<file path="src/rtl/pfb_sync_arm_gen_if.sv">
// Control/sync bundle between the OPB control register, the sync source and the PFB sync input.
interface pfb_sync_arm_gen_if;
    logic [31:0] ctrl_reg;
    logic        ext_sync_in;
    logic        pfb_sync_out;
    logic        armed;
    logic        running;
    logic [31:0] sync_count;

    modport master (
        output ctrl_reg, ext_sync_in,
        input  pfb_sync_out, armed, running, sync_count
    );

    modport slave (
        input  ctrl_reg, ext_sync_in,
        output pfb_sync_out, armed, running, sync_count
    );
endinterface

</file>
<file path="src/rtl/pfb_sync_arm_gen.sv">
// PFB sync generator: arm on a software edge, align to a selected source, then free-run periodic pulses.
// Optional pulse counter on sync_count is built only when PFB_SYNC_CNT_EN is defined.
module pfb_sync_arm_gen #(
    parameter int SYNC_PERIOD = 65536,
    parameter int CNT_W       = 24
) (
    input  logic                user_clk,
    input  logic                user_rst_n,
    pfb_sync_arm_gen_if.slave   bus
);
    typedef enum logic [1:0] {IDLE, ARMED, RUN} state_t;

    localparam logic [CNT_W-1:0] RELOAD  = CNT_W'(SYNC_PERIOD - 1);
    localparam logic [CNT_W-1:0] CNT_ONE = CNT_W'(1);

    state_t           state_q, state_d;
    logic [CNT_W-1:0] cnt_q, cnt_d;
    logic             arm_q, force_q, ext_q;
    logic             pulse_q, pulse_d;
    logic             armed_q, running_q;
    logic             arm_rise, force_rise, ext_rise, sel_event;
    logic             unused_ctrl;

    assign unused_ctrl = ^bus.ctrl_reg[31:4];

    assign arm_rise   = bus.ctrl_reg[0] & ~arm_q;
    assign force_rise = bus.ctrl_reg[1] & ~force_q;
    assign ext_rise   = bus.ext_sync_in & ~ext_q;

    always_comb begin
        sel_event = 1'b0;
        case (bus.ctrl_reg[3:2])
            2'd0:    sel_event = ext_rise;
            2'd1:    sel_event = 1'b1;
            default: sel_event = 1'b0;
        endcase
    end

    // Force always emits (at most one pulse per cycle); re-arm takes priority over alignment and the period.
    always_comb begin
        state_d = state_q;
        cnt_d   = cnt_q;
        pulse_d = force_rise;
        case (state_q)
            IDLE: begin
                if (arm_rise) state_d = ARMED;
            end
            ARMED: begin
                if (!arm_rise && sel_event) begin
                    pulse_d = 1'b1;
                    cnt_d   = RELOAD;
                    state_d = RUN;
                end
            end
            RUN: begin
                if (arm_rise) begin
                    state_d = ARMED;
                end else if (force_rise || cnt_q == '0) begin
                    pulse_d = 1'b1;
                    cnt_d   = RELOAD;
                end else begin
                    cnt_d = cnt_q - CNT_ONE;
                end
            end
            default: state_d = IDLE;
        endcase
    end

    always_ff @(posedge user_clk or negedge user_rst_n) begin
        if (!user_rst_n) begin
            state_q   <= IDLE;
            cnt_q     <= '0;
            pulse_q   <= 1'b0;
            armed_q   <= 1'b0;
            running_q <= 1'b0;
            arm_q     <= 1'b0;
            force_q   <= 1'b0;
            ext_q     <= 1'b0;
        end else begin
            state_q   <= state_d;
            cnt_q     <= cnt_d;
            pulse_q   <= pulse_d;
            armed_q   <= (state_d == ARMED);
            running_q <= (state_d == RUN);
            arm_q     <= bus.ctrl_reg[0];
            force_q   <= bus.ctrl_reg[1];
            ext_q     <= bus.ext_sync_in;
        end
    end

`ifdef PFB_SYNC_CNT_EN
    logic [31:0] sync_count_q;

    // A clear and a pulse in the same cycle leave the count at one.
    always_ff @(posedge user_clk or negedge user_rst_n) begin
        if (!user_rst_n) begin
            sync_count_q <= '0;
        end else if (arm_rise) begin
            sync_count_q <= pulse_d ? 32'd1 : 32'd0;
        end else if (pulse_d) begin
            sync_count_q <= sync_count_q + 32'd1;
        end
    end

    assign bus.sync_count = sync_count_q;
`else
    assign bus.sync_count = 32'h0;
`endif

    assign bus.pfb_sync_out = pulse_q;
    assign bus.armed        = armed_q;
    assign bus.running      = running_q;
endmodule

</file>
<file path="src/flat_wrapper.sv">
// flat-port wrapper written by rule: the top's interface ports become plain ports
module pfb_sync_arm_gen_flat 
#(
    parameter int SYNC_PERIOD = 65536,
    parameter int CNT_W       = 24
)
  (user_clk, user_rst_n, bus_ctrl_reg, bus_ext_sync_in, bus_pfb_sync_out, bus_armed, bus_running, bus_sync_count);
  pfb_sync_arm_gen_if bus_i ();
  input  logic user_clk;
  input  logic user_rst_n;
  input wire logic [$bits(bus_i.ctrl_reg)-1:0] bus_ctrl_reg;
  input wire logic [$bits(bus_i.ext_sync_in)-1:0] bus_ext_sync_in;
  output wire logic [$bits(bus_i.pfb_sync_out)-1:0] bus_pfb_sync_out;
  output wire logic [$bits(bus_i.armed)-1:0] bus_armed;
  output wire logic [$bits(bus_i.running)-1:0] bus_running;
  output wire logic [$bits(bus_i.sync_count)-1:0] bus_sync_count;
  assign bus_i.ctrl_reg = bus_ctrl_reg;
  assign bus_i.ext_sync_in = bus_ext_sync_in;
  assign bus_pfb_sync_out = bus_i.pfb_sync_out;
  assign bus_armed = bus_i.armed;
  assign bus_running = bus_i.running;
  assign bus_sync_count = bus_i.sync_count;
  pfb_sync_arm_gen #(.SYNC_PERIOD(SYNC_PERIOD), .CNT_W(CNT_W)) u_core (.user_clk(user_clk), .user_rst_n(user_rst_n), .bus(bus_i));
endmodule
</file>
<file path="config.mk">
export PLATFORM = sky130hd
export DESIGN_NAME = pfb_sync_arm_gen_flat
export DESIGN_NICKNAME = d
export VERILOG_FILES = /design/src/rtl/pfb_sync_arm_gen_if.sv /design/src/rtl/pfb_sync_arm_gen.sv /design/src/flat_wrapper.sv
export SDC_FILE = /design/constraint.sdc
export NUM_CORES = 1
export LEC_CHECK = 0
export BUFFER_PORTS_ARGS = -buffer_cell sky130_fd_sc_hd__buf_2
export CORE_ASPECT_RATIO = 0.8
export CORE_MARGIN = 4
export CORE_UTILIZATION = 50
export DETAILED_ROUTE_END_ITERATION = 7
export PLACE_DENSITY = 0.86
export SKIP_LAST_GASP = 1
export SYNTH_ARGS = -nofsm -noshare
export SYNTH_HDL_FRONTEND = slang
export SYNTH_SLANG_ARGS = --single-unit
</file>
<file path="constraint.sdc">
create_clock -name user_clk -period 2.4 [get_ports user_clk]
set_input_delay 0.48 -clock user_clk [delete_from_list [all_inputs] [get_ports user_clk]]
set_output_delay 0.48 -clock user_clk [all_outputs]
set_load 0.05 [all_outputs]
</file>
# [Word-level counts from Yosys, hierarchy flattened]
# Index checks and enable logic that the tools add are counted.
[totals] regBits=32 inputBits=35 output_inout_bits=35 wordCells=43
[classes] n_addsub=1 eq_ne=7 n_mux=12 bitwise=6 n_reduce_logical=9
[op_table] op="24-bit two-way mux" count=3
[op_table] op="24-bit case mux with 2 select lines" count=1
[op_table] op="24-bit zero test" count=1
[op_table] op="24-bit by 1-bit subtractor with 24-bit output, second input constant" count=1
[op_table] op="2-bit by 1-bit equality test with 1-bit output, second input constant" count=3
[op_table] op="2-bit equality test, second input constant" count=2
[op_table] op="2-bit zero test" count=2
[op_table] op="2-bit two-way mux" count=2
[op_table] op="1-bit case mux with 2 select lines" count=2
[op_table] op="2-bit case mux with 2 select lines" count=1
[op_table] op="1-bit bitwise AND" count=3
[op_table] op="1-bit two-way mux" count=3
[op_table] op="1-bit NOT" count=3
[op_table] op="3-bit AND reduction" count=1
[op_table] op="2-bit by 1-bit inequality test with 1-bit output, second input constant" count=1
[op_table] op="2-bit inequality test, second input constant" count=1
[op_table] op="2-bit nonzero test" count=1
[op_table] op="2-bit OR reduction" count=1
[op_table] op="1-bit logical AND" count=1
[op_table] op="1-bit zero test" count=1
[op_table] op="1-bit logical OR" count=1

# [Longest topological paths before layout]
# Gate-level depths: netlist of run 1.
[depth] ltp_word=7 mapped_depth=8 ltp_nobuf=7

# [Worst setup path before layout of run 1]
# No wires, ideal clock.
[synth_path] path_type="register to register" start="register u_core.cnt_q[0]" end="register u_core.cnt_q[20]" setup_time_ns=0.078 arrival_time_ns=2.124 t_required_ns=2.322 setup_slack_ns=0.198 path_stages_with_launch=8 path_buffers=0 cell_sequence="dfrtp_1 -> inv_1 -> ha_1 -> or3b_2 -> nor2_2 -> o2111ai_1 -> or4_1 -> a21oi_1"
[synth_between] elab_chain_cells=5
[synth_lines] element="start, declared" line="pfb_sync_arm_gen.sv:17" text="logic [CNT_W-1:0] cnt_q, cnt_d;"
[synth_lines] element="start signal, assigned" line="pfb_sync_arm_gen.sv:81" text="cnt_q <= cnt_d;"
[synth_lines] element="parallel branches: the longest is 2 deep, another holds 24-bit by 1-bit subtractor with 24-bit output"
[synth_lines] element="24-bit two-way mux *" line="pfb_sync_arm_gen.sv:58" text="end else if (force_rise || cnt_q == '0) begin"
[synth_lines] element="24-bit two-way mux *" line="pfb_sync_arm_gen.sv:56" text="if (arm_rise) begin"
[synth_lines] element="24-bit case mux with 2 select lines *" line="pfb_sync_arm_gen.sv:44" text="case (state_q)"
# Every way passes the cells marked *. The select of a mux whose other input is x is not followed.
# A chain may end at the register's enable or synchronous reset.

# [Worst setup path in the final report of run 1]
[layout_path] start="register u_core.cnt_q[17]" end="register u_core.pulse_q, in the netlist u_core.bus.pfb_sync_out"
[layout_between] elab_chain_cells=5
[layout_lines] element="24-bit zero test" line="pfb_sync_arm_gen.sv:58"
[layout_lines] element="1-bit logical OR" line="pfb_sync_arm_gen.sv:58"
[layout_lines] element="1-bit two-way mux" line="pfb_sync_arm_gen.sv:58"
[layout_lines] element="1-bit two-way mux" line="pfb_sync_arm_gen.sv:56"
[layout_lines] element="1-bit case mux with 2 select lines" line="pfb_sync_arm_gen.sv:44"
[layout_lines] element="net u_core.pulse_d" line="pfb_sync_arm_gen.sv:19" text="logic pulse_q, pulse_d;"
[layout_lines] element="end signal, assigned" line="pfb_sync_arm_gen.sv:82" text="pulse_q <= pulse_d;"
[layout_lines] element="end, declared" line="pfb_sync_arm_gen.sv:19"
# The timed path passes the listed nets, and every way through them passes these cells.

==> flow_metrics.env, run 1 <==
export IMPL_rr_endpoint="u_core.bus.pfb_sync_out"
export IMPL_ctsHtreeMaxLevel=2
export IMPL_dp_hpwl_mm=2.87
export IMPL_grt_pass1_wl_mm=6.46
export IMPL_synth_xor_area_share_pct=0
export IMPL_dieHeight_um=64.3
export IMPL_max_freq_mhz=437
export IMPL_path_max_fanout=5
export IMPL_antenna_found_initial=0
export IMPL_routed_via_density=5.41
export IMPL_coreArea_um2=3800
export IMPL_fin_setup_tns_ns=0
export IMPL_routed_wl_mm=4.01
export IMPL_async_reset_ff_share_pct=100
export IMPL_grt_max_degree=33
export IMPL_first_iter_violations=98
export IMPL_report_final_slew_viol_count=0
export IMPL_status="completed"
export IMPL_synth_area_mux_share_pct=0
export IMPL_vias=1592
export IMPL_initial_core_util_pct=52.1
export IMPL_cts_root_buffer="clkbuf_8"
export IMPL_ys_types=43
export IMPL_fin_nets=278
export IMPL_seq_area_um2=801
export IMPL_drive_gt1_share_pct=17.6
export IMPL_synthAdderAreaFrac_pct=3.15
export IMPL_syn_area_um2=1980
export IMPL_synth_main_ff_cell="dfrtp_1"
export IMPL_cts_buffers=5
export IMPL_finClkSkew_ns=0.0101
export IMPL_diodes=0
export IMPL_first_global_vias=1513
export IMPL_postLayoutCellArea_um2=2170
export IMPL_rsz0062_at_grt="no"
export IMPL_leakage_nw=0.875
export IMPL_io_pins=70
export IMPL_grt_overflow=0
export IMPL_max_cap_violations=0
export IMPL_path_clk_slew_ns=0.07
export IMPL_final_min_clock_period_ns=2.29
export IMPL_ys_ff_latch=32
export IMPL_final_cell_mix="32 x conb_1, 32 x dfrtp_1, 14 x o21ai_0, 14 x a21oi_1, 12 x buf_4"
export IMPL_cp_arrival_ns=2.51
export IMPL_row_count=20
export IMPL_postSynthCellCount=214
export IMPL_regToRegSetupSlack_ns=0.11
export IMPL_nFillCells=345
export IMPL_cp_start_kind="flip-flop"
export IMPL_synth_compound_area_share_pct=20.3
export IMPL_drtPass1Iterations=4
export IMPL_gp_congestion=0.874
export IMPL_dpl_instance_area_um2=2050
export IMPL_setup_viol=0
export IMPL_seq_area_frac_synth_pct=40.4
export IMPL_port_buffers=9
export IMPL_hold_class="in -> async"
export IMPL_ctsHoldBuffers=0
export IMPL_cp_data_required_time_ns=2.62
export IMPL_area_growth_pct=9.46
export IMPL_grt_usage_pct=16.3
export IMPL_hold_viol=0
export IMPL_irDropWorstVdd_uv=366
export IMPL_wire_per_inst_um=13.6
export IMPL_synth_top_family_by_area="simple AND/OR/NAND/NOR gates"
export IMPL_tightestPinTransition_ns=0.718
export IMPL_reg2regPathDepth=5
export IMPL_path_class="reg -> reg"
export IMPL_cts_tree="built"
export IMPL_dieArea_um2=5040
export IMPL_power_density_nw_per_um2=878
export IMPL_synth_simple_area_share_pct=22.0
export IMPL_fin_crit_sh_pct=95.3
export IMPL_r2r_start="u_core.cnt_q[17]"
export IMPL_antenna_left=0
export IMPL_synth_edf_count=0
export IMPL_worstSetupEndpointType="flip-flop"
export IMPL_ctsLongestPathBuffers=2
export IMPL_multi_input_area_um2=1030
export IMPL_avgSynthCellArea_um2=9.27
export IMPL_drcViolationCount=0
export IMPL_clkLatencyLatePin_ns=0.29
export IMPL_max_slew_margin_pct=52.1
export IMPL_die_x_um=78.4
export IMPL_cts_sinks=32
export IMPL_yosysWarningCount=0
## cell usage after synthesis (2+ instances only)
| library cell | instances | area (um2) |
|---|---|---|
| a21oi_1 | 14 | 70.1 |
| nor4_1 | 5 | 31.3 |
| buf_4 | 32 | 240 |
| or2_2 | 4 | 25.0 |
| nor2_2 | 3 | 18.8 |
| o21ai_0 | 14 | 70.1 |
| nor2_1 | 10 | 37.5 |
| o21a_1 | 7 | 52.6 |
| nor2b_1 | 2 | 12.5 |
| nand2_1 | 10 | 37.5 |
| and4_1 | 2 | 17.5 |
| nand3_1 | 2 | 10.0 |
| o22a_1 | 5 | 43.8 |
| or2_1 | 2 | 12.5 |
| o31ai_1 | 4 | 30.0 |
| ha_1 | 5 | 62.6 |
| clkbuf_1 | 2 | 7.51 |
| nor3_1 | 8 | 40.0 |
| dfrtp_1 | 32 | 801 |
| o2111ai_1 | 3 | 26.3 |
| or3_1 | 9 | 56.3 |
| a31oi_1 | 3 | 18.8 |
| o22ai_1 | 3 | 18.8 |
| or4_1 | 6 | 45.0 |
| or4_4 | 3 | 33.8 |
| inv_1 | 7 | 26.3 |
## cell families after synthesis
| logic type | Yosys count |
|---|---|
| AOI/OAI and AO/OA | 60 |
| adders and majority gates | 5 |
| buffers and inverters | 42 |
| DFF | 32 |
| other | 1 |
| and+or+nand+nor | 74 |
## layout make-up
class | instances | share of cell area [%]
Clock buffer | 6 | 3.34
Clock inverter | 2 | 1.61
Inverter | 7 | 1.21
Multi-Input combinational cell | 171 | 47.6
Sequential cell | 32 | 36.9
Tap cell | 55 | 3.17
Timing Repair Buffer | 21 | 6.22
## repair_timing
item,in CTS,in global routing
endpoints found under the hold margin,0,0
setup buffers,0,0
resized for setup,0,2
setup endpoints to repair,0,4
## flip-flops by register name, indices dropped and copies added (netlist names)
register / cells
u_core.cnt_q: 24
u_core.state_q: 2
u_core.arm_q: 1
u_core.bus.armed: 1
u_core.bus.pfb_sync_out: 1
u_core.bus.running: 1
u_core.ext_q: 1
u_core.force_q: 1
## how the worst max path moves through the flow
stage	depth (start not counted)	slack [ns]	startpoint	end
floorplan	7	0.20	u_core.cnt_q[0]	u_core.cnt_q[20]
global placement	5	0.12	u_core.cnt_q[17]	u_core.cnt_q[17]
detailed placement	5	0.12	u_core.cnt_q[17]	u_core.cnt_q[18]
CTS	7	0.10	u_core.cnt_q[1]	u_core.cnt_q[20]
global route	5	0.01	u_core.cnt_q[17]	u_core.cnt_q[19]
finish	5	0.11	u_core.cnt_q[17]	u_core.bus.pfb_sync_out
## through the flow
stage | setup WS [ns] | hold WS (ns) | power (W) | util, % | std cells
2_1_floorplan | 0.198 | 0.184 | 0.00120 | - | 245
4_1_cts | 0.103 | 0.260 | 0.00189 | 56.8 | 294
3_3_place_gp | 0.122 | 0.502 | 0.00135 | 53.9 | 286
6_report | 0.112 | 0.240 | 0.00191 | 57.1 | 294
5_1_grt | 0.0116 | 0.302 | 0.00201 | 57.1 | 294
3_5_place_dp | 0.121 | 0.507 | 0.00137 | 53.9 | 286
## power by group
part           total, W  switching, W  internal [W]
clock          0.000510      0.000202      0.000308
sequential     0.000625     0.0000368      0.000588
combinational  0.000771      0.000535      0.000236
total           0.00191      0.000773       0.00113
## critical path, stage by stage, from the launching register on
cell      delay, ns
dfrtp_1        0.41
or4_4          0.55
or4_4          0.57
or2_1          0.25
a211oi_1       0.27
o2bb2a_1       0.19
## routing by layer
metal	vias to the layer above	global-route usage (%)	wire, um
met5	-	0	0
met4	0	7.64	61
met3	9	4.79	243
met2	52	26.5	1910
met1	761	19.8	1790
li1	770	-	-
(Power assumes the default switching activity.)
==> run 2: changes to the inputs <==
MAX_ROUTING_LAYER = met4   (was default)
clock period = 2.6 ns   (was 2.4 ns; I/O delays follow)
==> flow_metrics.env, run 2 (synthesized netlist as in run 1, its figures left out) <==
export IMPL_path_buf_inv=0
export IMPL_fin_setup_tns_ns=0
export IMPL_io_pins=70
export IMPL_final_cells=290
export IMPL_initial_core_util_pct=52.1
export IMPL_area_growth_pct=7.38
export IMPL_finClkSkew_ns=0.00757
export IMPL_cp_start_kind="flip-flop"
export IMPL_cp_slowest_cell="or4_4"
export IMPL_max_freq_mhz=413
export IMPL_cts_setup_buffers=0
export IMPL_path_class="reg -> reg"
export IMPL_grt_pass1_wl_mm=6.34
export IMPL_vias=1567
export IMPL_fin_crit_sh_pct=93.2
export IMPL_die_x_um=78.4
export IMPL_status="completed"
export IMPL_top_regs="u_core.cnt_q: 24 flops, u_core.state_q: 2 flops"
export IMPL_power_density_nw_per_um2=802
export IMPL_diodes=0
export IMPL_final_min_clock_period_ns=2.42
export IMPL_max_stage_delay_ns=0.58
export IMPL_hold_viol=0
export IMPL_setup_viol=0
export IMPL_ctsResizeCount=0
export IMPL_place_inst=282
export IMPL_tightestPinTransition_ns=0.693
export IMPL_hold_class="in -> async"
export IMPL_cp_arrival_ns=2.58
export IMPL_crit_family="simple AND/OR/NAND/NOR gates"
export IMPL_report_final_slew_viol_count=0
export IMPL_routed_via_density=5.40
export IMPL_routed_wl_mm=3.80
export IMPL_cp_cell_sequence="or4_4 > or4_4 > o21a_1 > nor2_2 > a21oi_1"
export IMPL_max_cap_violations=0
export IMPL_crit_top_cell="or4_4"
export IMPL_dp_hpwl_mm=2.74
export IMPL_final_cell_mix="32 x conb_1, 32 x dfrtp_1, 14 x o21ai_0, 14 x a21oi_1"
export IMPL_first_global_vias=1390
export IMPL_max_slew_margin_pct=53.8
export IMPL_port_buffers=9
export IMPL_rsz0062_at_grt="no"
export IMPL_path_clk_slew_ns=0.07
export IMPL_fin_nets=274
export IMPL_coreArea_um2=3800
export IMPL_row_count=20
export IMPL_drtPass1Iterations=4
export IMPL_dieHeight_um=64.3
export IMPL_clkLatencyLatePin_ns=0.29
export IMPL_grt_max_degree=33
export IMPL_ctsLongestPathBuffers=2
export IMPL_ctsHoldBuffers=0
export IMPL_largest_register_ffs=24
export IMPL_cts_tree="built"
export IMPL_antenna_found_initial=0
export IMPL_path_max_fanout=7
export IMPL_cts_buffers=5
export IMPL_dp_slack_ns=0.204
export IMPL_drive_gt1_share_pct=15.7
export IMPL_grt_overflow=0
export IMPL_fin_ws_ns=0.177
export IMPL_regMostFlops="u_core.cnt_q"
export IMPL_gp_congestion=0.910
export IMPL_dieArea_um2=5040
export IMPL_drcViolationCount=0
export IMPL_antenna_left=0
export IMPL_cts_sinks=32
export IMPL_cts_root_buffer="clkbuf_8"
export IMPL_worstSetupEndpointType="flip-flop"
export IMPL_wire_per_inst_um=13.1
export IMPL_grt_usage_pct=16.7
export IMPL_cp_data_required_time_ns=2.76
export IMPL_first_iter_violations=159
export IMPL_irDropWorstVdd_uv=321
export IMPL_leakage_nw=0.854
export IMPL_ctsHtreeMaxLevel=2
## run 2: through the flow
step                      hold slack (ns)  util [%]  cell area (um2)  power [W]
after floorplan                     0.224         -             2100    0.00110
after global placement              0.498      53.2             2020    0.00122
after detailed placement            0.508      53.2             2020    0.00123
after CTS                           0.299      56.0             2130    0.00171
after global routing                0.334      56.0             2130    0.00180
final                               0.267      56.0             2130    0.00171
## run 2: layer usage
metal | routed length, um | vias up | global-route usage, %
met5 | 0 | - | -
met4 | 77 | 0 | 9.17
met1 | 1770 | 747 | 21.2
met3 | 232 | 7 | 4.23
li1 | - | 762 | -
met2 | 1720 | 51 | 24.4
## run 2: layout make-up
| class | instances | area, um2 |
|---|---|---|
| Fill cell | 336 | 1670 |
| Multi-Input combinational cell | 171 | 1020 |
| Sequential cell | 32 | 801 |
| Timing Repair Buffer | 17 | 105 |
| Clock buffer | 6 | 72.6 |
| Tap cell | 55 | 68.8 |
| Clock inverter | 2 | 35.0 |
| Inverter | 7 | 26.3 |
## run 2: worst register-to-register path: stages, from the launching register on
cell and delay (ns):
dfrtp_1 0.44, or4_4 0.58, or4_4 0.57, o21a_1 0.30, nor2_2 0.32, a21oi_1 0.08
## run 2: path summary, 6_finish.rpt
check                                       from          endpoint  slack [ns]  cells past startpoint
worst max-delay path            u_core.cnt_q[16]  u_core.cnt_q[18]        0.18                      5
worst min-delay path                  user_rst_n  u_core.cnt_q[21]        0.27                      1
worst max register to register  u_core.cnt_q[16]  u_core.cnt_q[18]        0.18                      5
worst min register to register  u_core.cnt_q[14]  u_core.cnt_q[14]        0.52                      1
max in group asynchronous             user_rst_n   u_core.cnt_q[0]        1.88                      1
min in group user_clk            bus_ctrl_reg[1]    u_core.force_q        0.34                      1
## run 2: power breakdown
| part | internal (W) | switching (W) | leakage, nW |
|---|---|---|---|
| registers | 0.000543 | 0.0000389 | 0.353 |
| clock network | 0.000284 | 0.000190 | 0.0552 |
| logic | 0.000186 | 0.000466 | 0.446 |
